File: config.mk
export PLATFORM = sky130hd
export DESIGN_NAME = riscv_retire_trace
export DESIGN_NICKNAME = d
export VERILOG_FILES = /design/src/rtl/riscv_retire_trace.sv
export SDC_FILE = /design/constraint.sdc
export NUM_CORES = 2
export LEC_CHECK = 0
export BUFFER_PORTS_ARGS = -buffer_cell sky130_fd_sc_hd__buf_2
export CAP_MARGIN = 15
export CORE_AREA = 3 3 707 709
export DETAILED_ROUTE_END_ITERATION = 12
export DIE_AREA = 0 0 710 712
export PLACE_DENSITY = 0.44
export SLEW_MARGIN = 30
export SYNTH_ARGS = -nofsm -noshare
export SYNTH_HDL_FRONTEND = slang
export SYNTH_SLANG_ARGS = --single-unit
File: constraint.sdc
create_clock -name clk_i -period 53.9 [get_ports clk_i]
set_clock_uncertainty 0.05 [all_clocks]
set_input_delay 8.085 -clock clk_i [delete_from_list [all_inputs] [get_ports clk_i]]
set_output_delay 8.085 -clock clk_i [all_outputs]
set_load 0.01 [all_outputs]
File: src/rtl/riscv_retire_trace.sv
// Retirement trace buffer: stamps each retired instruction with a sequence
// number, normalises unused fields, and queues it in a circular FIFO drained
// over a valid/ready stream. Overflow drops records and counts them, so the
// upstream core is never stalled.
module riscv_retire_trace #(
    parameter int unsigned XLEN  = 32,
    parameter int unsigned Depth = 16
) (
    input  logic                        clk_i,
    input  logic                        rstn_i,
    input  logic                        clear_i,
    input  logic                        retire_valid_i,
    input  logic [XLEN-1:0]             pc_i,
    input  logic [31:0]                 instr_i,
    input  logic [4:0]                  reg_addr_i,
    input  logic [XLEN-1:0]             reg_data_i,
    input  logic [XLEN-1:0]             mem_addr_i,
    input  logic [XLEN-1:0]             mem_data_i,
    input  logic                        mem_wrt_i,
    output logic                        trace_valid_o,
    input  logic                        trace_ready_i,
    output logic [31:0]                 trace_seq_o,
    output logic [XLEN-1:0]             trace_pc_o,
    output logic [31:0]                 trace_instr_o,
    output logic [4:0]                  trace_rd_o,
    output logic [XLEN-1:0]             trace_rd_data_o,
    output logic [XLEN-1:0]             trace_mem_addr_o,
    output logic [XLEN-1:0]             trace_mem_data_o,
    output logic                        trace_mem_wrt_o,
    output logic [$clog2(Depth):0]      count_o,
    output logic                        overflow_o,
    output logic [15:0]                 drop_cnt_o
);

    localparam int unsigned AW = $clog2(Depth);
    localparam int unsigned CW = AW + 1;

    typedef struct packed {
        logic [31:0]     seq;
        logic [XLEN-1:0] pc;
        logic [31:0]     instr;
        logic [4:0]      rd;
        logic [XLEN-1:0] rd_data;
        logic [XLEN-1:0] mem_addr;
        logic [XLEN-1:0] mem_data;
        logic            mem_wrt;
    } rec_t;

    rec_t            r_mem [Depth];
    logic [AW-1:0]   r_wr_ptr;
    logic [AW-1:0]   r_rd_ptr;
    logic [CW-1:0]   r_count;
    logic [31:0]     r_seq;
    logic            r_overflow;
    logic [15:0]     r_drop_cnt;

    logic            w_empty;
    logic            w_full;
    logic            w_push;
    logic            w_pop;
    logic            w_store;
    logic            w_drop;
    rec_t            w_rec;
    rec_t            w_head;

    assign w_empty = (r_count == '0);
    assign w_full  = (r_count == CW'(Depth));
    assign w_push  = retire_valid_i & ~clear_i;
    assign w_pop   = ~w_empty & trace_ready_i & ~clear_i;
    // A full FIFO still accepts a record when the head leaves in the same cycle.
    assign w_store = w_push & (~w_full | w_pop);
    assign w_drop  = w_push & w_full & ~w_pop;

    // Build the normalised record: unused write-back / store fields read as zero.
    always_comb begin
        w_rec          = '0;
        w_rec.seq      = r_seq;
        w_rec.pc       = pc_i;
        w_rec.instr    = instr_i;
        w_rec.mem_wrt  = mem_wrt_i;
        if (reg_addr_i != 5'd0) begin
            w_rec.rd      = reg_addr_i;
            w_rec.rd_data = reg_data_i;
        end
        if (mem_wrt_i) begin
            w_rec.mem_addr = mem_addr_i;
            w_rec.mem_data = mem_data_i;
        end
    end

    // Pointer, occupancy, sequence and drop bookkeeping.
    always_ff @(posedge clk_i or negedge rstn_i) begin
        if (!rstn_i) begin
            r_wr_ptr   <= '0;
            r_rd_ptr   <= '0;
            r_count    <= '0;
            r_seq      <= '0;
            r_overflow <= 1'b0;
            r_drop_cnt <= '0;
        end else if (clear_i) begin
            r_wr_ptr   <= '0;
            r_rd_ptr   <= '0;
            r_count    <= '0;
            r_seq      <= '0;
            r_overflow <= 1'b0;
            r_drop_cnt <= '0;
        end else begin
            if (w_store) begin
                r_wr_ptr <= r_wr_ptr + AW'(1);
            end
            if (w_pop) begin
                r_rd_ptr <= r_rd_ptr + AW'(1);
            end
            case ({w_store, w_pop})
                2'b10:   r_count <= r_count + CW'(1);
                2'b01:   r_count <= r_count - CW'(1);
                default: r_count <= r_count;
            endcase
            if (w_push) begin
                r_seq <= r_seq + 32'd1;
            end
            if (w_drop) begin
                r_overflow <= 1'b1;
                if (r_drop_cnt != 16'hFFFF) begin
                    r_drop_cnt <= r_drop_cnt + 16'd1;
                end
            end
        end
    end

    // Record storage; contents are only observable once counted in r_count.
    always_ff @(posedge clk_i) begin
        if (w_store) begin
            r_mem[r_wr_ptr] <= w_rec;
        end
    end

    assign w_head = w_empty ? rec_t'('0) : r_mem[r_rd_ptr];

    assign trace_valid_o    = ~w_empty;
    assign trace_seq_o      = w_head.seq;
    assign trace_pc_o       = w_head.pc;
    assign trace_instr_o    = w_head.instr;
    assign trace_rd_o       = w_head.rd;
    assign trace_rd_data_o  = w_head.rd_data;
    assign trace_mem_addr_o = w_head.mem_addr;
    assign trace_mem_data_o = w_head.mem_data;
    assign trace_mem_wrt_o  = w_head.mem_wrt;
    assign count_o          = r_count;
    assign overflow_o       = r_overflow;
    assign drop_cnt_o       = r_drop_cnt;

endmodule
Word-level counts from Yosys, hierarchy flattened --
Memories as Yosys holds them, arrays and structs flattened. Cells that the tools add are included.
Word-level totals: register bits after elaboration 62, bits in writable memories 3168, input bits 171, output and inout port bits 221, logic and storage cells 55, memories kept 1
Memory list:
- r_mem | depth 16, bits a word 198, rd ports 1, clocked after Yosys merged registers in 0, write ports 1, RTL line 49 | rec_t r_mem [Depth];
Operators by class: add/subtract/negate cells 6, eq/ne operators 4, mux-type cells 18, bitwise gates (word level) 11, reduce and logical (&&, ||, !) cells 9
Operator list (count):
- 198-bit two-way mux | 1
- 32-bit two-way mux | 2
- 64-bit two-way mux | 1
- 16-bit two-way mux | 3
- 37-bit two-way mux | 1
- 32-bit by 1-bit adder with 32-bit output (second input constant) | 1
- 16-bit by 1-bit adder with 16-bit output (second input constant) | 1
- 4-bit two-way mux | 4
- 16-bit inequality test (second input constant) | 1
- 5-bit one-hot mux with 2 select lines | 1
- 2-bit nonzero test | 5
- 4-bit by 1-bit adder with 4-bit output (second input constant) | 2
- 1-bit bitwise AND | 6
- 5-bit by 1-bit adder with 5-bit output (second input constant) | 1
- 5-bit equality test (second input constant) | 1
- 5-bit zero test | 1
- 5-bit two-way mux | 1
- 5-bit nonzero test | 1
- 5-bit by 1-bit subtractor with 5-bit output (second input constant) | 1
- 1-bit two-way mux | 4
- 1-bit inverter | 4
- 3-bit nonzero test | 1
- 2-bit by 1-bit equality test with 1-bit output (second input constant) | 1
- 2-bit equality test (second input constant) | 1
- other kinds (2) | 2

Depth between registers and ports, before layout --
depth after elaboration 9, gate-level depth with buffers 10, depth with buffers taken out 9

Worst setup path before layout --
Ideal clock, no wire load.
path kind input port to flip-flop, start point in clear_i, end point mem r_mem[0][0] (netlist name), enable pin, setup time 1241 ps, arrival time 27188 ps, required time 52609 ps, path slack 25421 ps, stages 4, buffers on the path 1, cell sequence clkbuf_1 -> nor2b_1 -> nand2_1 -> nor4_1
Between the ends: cells in the longest elaborated chain, start to end 6, elaborated cells on any way between the ends 7, those cells by class mux: 2; bitwise: 5
Ends and longest elaborated chain:
- start: declaration | RTL line 11 | input logic clear_i,
- 1-bit inverter (*) | RTL line 68, 69
- 1-bit bitwise AND | RTL line 69 | assign w_pop = ~w_empty & trace_ready_i & ~clear_i;
- 1-bit OR | RTL line 71 | assign w_store = w_push & (~w_full | w_pop);
- 1-bit bitwise AND (*) | RTL line 71
- 1-bit two-way mux (*) | RTL line 133 | if (w_store) begin
- 1-bit two-way mux (implied by the code) (*) | RTL line 134 | r_mem[r_wr_ptr] <= w_rec;
- end: declaration | RTL line 49
Every way passes the cells marked *; elsewhere a longest branch is shown, timed or not.

Worst setup path after layout --
start point reg r_rd_ptr[1], end point out trace_instr_o[12]
Between the ends: cells in the longest elaborated chain, start to end 2
Ends and longest elaborated chain:
- start: declaration | RTL line 51 | logic [AW-1:0] r_rd_ptr;
- start signal: assignment | RTL line 112 | r_rd_ptr <= r_rd_ptr + AW'(1);
- memory read 16 x 198 bit
- 198-bit two-way mux | RTL line 138 | assign w_head = w_empty ? rec_t'('0) : r_mem[r_rd_ptr];
- end: declaration | RTL line 24 | output logic [31:0] trace_instr_o,
Every way passes these cells.

==> flow_metrics.tcl <==
set metrics [dict create \
    drv_cap 0 \
    regToRegSetupSlack_ns 48.45 \
    fin_crit_ns 14.98 \
    post-place-ws_ns 39.14 \
    path_clk_slew_ns 0.06 \
    rsz0062_at_grt "false" \
    cp.arrival_ns 6.85 \
    power.leakage_nw 43.6 \
    tightest_slew_ns 1.09 \
    worstPathCellList "buf_6 > buf_4 > buf_4 > buf_4 > buf_12 > buf_4 > mux4_2 > mux2i_1 > o22ai_1 > buf_2" \
    vias 57300 \
    yosysSeqAreaShare_pct 78.3 \
    outcome "complete, no violations" \
    min_path_type "reg2reg" \
    synth_area_um2 123000 \
    crit_slowest_cell "dfrtp_4" \
    ioPinCount 392 \
    postCtsSetupBuffers 0 \
    cts_max_level 5 \
    cp_max_fo 59 \
    die_x_um 710 \
    syn_avg_cell_area_um2 23.2 \
    cpPeakStageDelay_ns 0.92 \
    fp.coreArea_um2 494000 \
    post-route-period-util_pct 27.8 \
    design.die.area_um2 506000 \
    post_synth_num_cell_types 51 \
    grt_pass1_wl_um 477000 \
    rows 258 \
    ctsHoldBuffers 0 \
    portBuffers 391 \
    routedWlPerCell_um 26.6 \
    synth_fp_nets 5500 \
    endpoint_kind "output pin" \
    ant_nets 0 \
    cts_tree "yes" \
    yosys_most_used_dff "edfxtp_1" \
    drt-initial-drc-count 4759 \
    seqPwrFrac_pct 42.9 \
    netSwitchingPower_mw 1.79 \
    cts_made_buffers 361 \
    clockBufferDepth 4 \
    fill_cells 47700 \
    path_class "reg2out" \
    p_clk_share_pct 36.7 \
    antenna_found_initial 65 \
    grt_max_degree 88 \
    clkLatencyLatePin_ns 0.98 \
    yosysWarnings 0 \
    syn2layout_area_growth_pct 17.8 \
    post_drt_via_cell_ratio 4.50 \
    routed_wl_um 339000 \
    p_per_area_nw_per_um2 44.9 \
    hold_slack_ns 0.450 \
    start_kind "register" \
    clock-root-buffer "clkbuf_16" \
    dieHeight_um 712 \
    synth_edf_count 3168 \
    peakVddDrop_mv 0.0617 \
    setup_viol 0 \
    crit_family "buffers and inverters" \
    clock_sinks 3230 \
    drc 0 \
    drv_slew 0 \
    fmax_ghz 0.0668 \
    cp.required_ns 45.76 \
    tns_ns 0 \
    dr.pass1.iters 5 \
    fin_ws_ns 38.92 \
    final_layout_size_suffix_gt1_share_pct 30.1 \
    nets 6111 \
    synthArstFlopShare_pct 1.92 \
    p_comb_share_pct 20.4 \
    start_util_pct 25.0 \
    critPathBufInv 7 \
    track_usage_pct 13.1 \
    dp_hpwl_um 176000 \
    overflow 0 \
    intPower_mw 4.74 \
    p_sw_share_pct 27.4 \
    grt_pass1_vias 61700 \
    gp_congestion 0.700 \
    relSlewSlack_pct 27.0 \
    path_common_cell "buf_4" \
    synthCells 5320 \
    post_cts_resize_count 0 \
    hold_viol_final 0 \
    synth-seq-cells 3230 \
]
[cells in the final DEF (no fill, tap or decap), types with 6 or more instances in the layout]
cell	instances
nor2b_1	14
buf_12	9
dfrtp_1	59
nand3_1	25
ha_1	9
nor2b_2	23
xor2_1	17
buf_6	12
clkinv_1	85
diode_2	13
clkbuf_16	366
buf_4	131
a21oi_1	12
nor4_1	6
edfxtp_1	3168
o22ai_1	197
nor2_1	51
mux2i_1	401
xnor2_1	24
clkbuf_8	7
o21ai_0	8
mux4_2	792
and2_4	8
and2_1	65
bufinv_16	27
clkinv_2	46
clkbuf_1	89
nand4_1	12
inv_1	15
clkinv_16	11
nor3_1	14
buf_2	389
nand2_1	31
clkinvlp_4	7
[flip-flops by register name, indices dropped and copies added (netlist names)]
name,count
overflow_o,1
r_mem,3168
drop_cnt_o,16
r_rd_ptr,4
r_wr_ptr,4
r_seq,32
count_o,5
[per-layer routing]
layer	GRT usage, %	vias up	part of all wire (%)
met5	0	-	0.049
met2	21.7	1400	48
met1	17.9	31400	44
met3	2.31	506	4.8
met4	3.11	26	2.4
li1	-	23900	-
[power groups by stage]
| stage | sequential (mW) | combinational (mW) | clock, mW |
|---|---|---|---|
| floorplan | 2.86 | 0.868 | 0 |
| global placement | 2.86 | 1.38 | 0 |
| detailed placement | 2.86 | 1.38 | 0 |
| CTS | 2.80 | 1.39 | 2.48 |
| global route | 2.81 | 1.44 | 2.58 |
| finish | 2.80 | 1.33 | 2.40 |
[logic make-up after synthesis]
logic type                 after synthesis  share of synthesized area, %
and+or+nand+nor                        295                          1.34
xor gates and xnor gates                41                         0.291
AOI/OAI and AO/OA                      237                          1.21
adders and majority gates                9                        0.0912
buffers and inverters                  312                          1.04
muxes                                 1196                          17.7
DFF                                   3230                          78.3
[final timing paths]
kind | startpoint | to | depth (start not counted)
min in group asynchronous | rstn_i | count_o[3] | 1
hold reg to reg | overflow_o | overflow_o | 1
max in group asynchronous | rstn_i | r_rd_ptr[0] | 1
setup / recovery | r_rd_ptr[1] | trace_instr_o[12] | 10
setup reg to reg | count_o[4] | r_mem[9][31] | 8
hold / removal | overflow_o | overflow_o | 1
[synthesized netlist by cell type, types with 15 or more instances]
master | instances | share of area (%)
and2_1 | 73 | 0.37
nor2_1 | 56 | 0.17
clkbuf_1 | 163 | 0.50
edfxtp_1 | 3168 | 77
buf_2 | 88 | 0.36
mux4_2 | 792 | 14
dfrtp_1 | 62 | 1.3
xor2_1 | 17 | 0.12
nor2b_1 | 37 | 0.19
mux2i_1 | 401 | 3.3
o22ai_1 | 198 | 1.0
nand3_1 | 25 | 0.10
xnor2_1 | 24 | 0.17
inv_1 | 15 | 0.046
buf_1 | 44 | 0.13
nand2_1 | 32 | 0.097
[through the flow]
stage               utilization [%]  total power, mW  area (um^2)  cells
floorplan                         -             3.73       123000   5320
CTS                            29.4             6.67       145000  12700
finish                         29.5             6.54       145000  12700
global placement               27.1             4.23       134000  12100
detailed placement             27.1             4.24       134000  12100
global route                   29.5             6.83       145000  12700
[cell type report]
cell class	count	area (um^2)	area share [%]
Clock buffer	462	9590	6.59
Tap cell	6500	8130	5.59
Multi-Input combinational cell	1778	25700	17.6
Timing Repair Buffer	544	3330	2.29
Sequential cell	3230	96700	66.5
Clock inverter	190	1960	1.35
Inverter	16	60.1	0.0413
Antenna cell	13	32.5	0.0224
No activity file was read; power rests on OpenSTA's default activity.
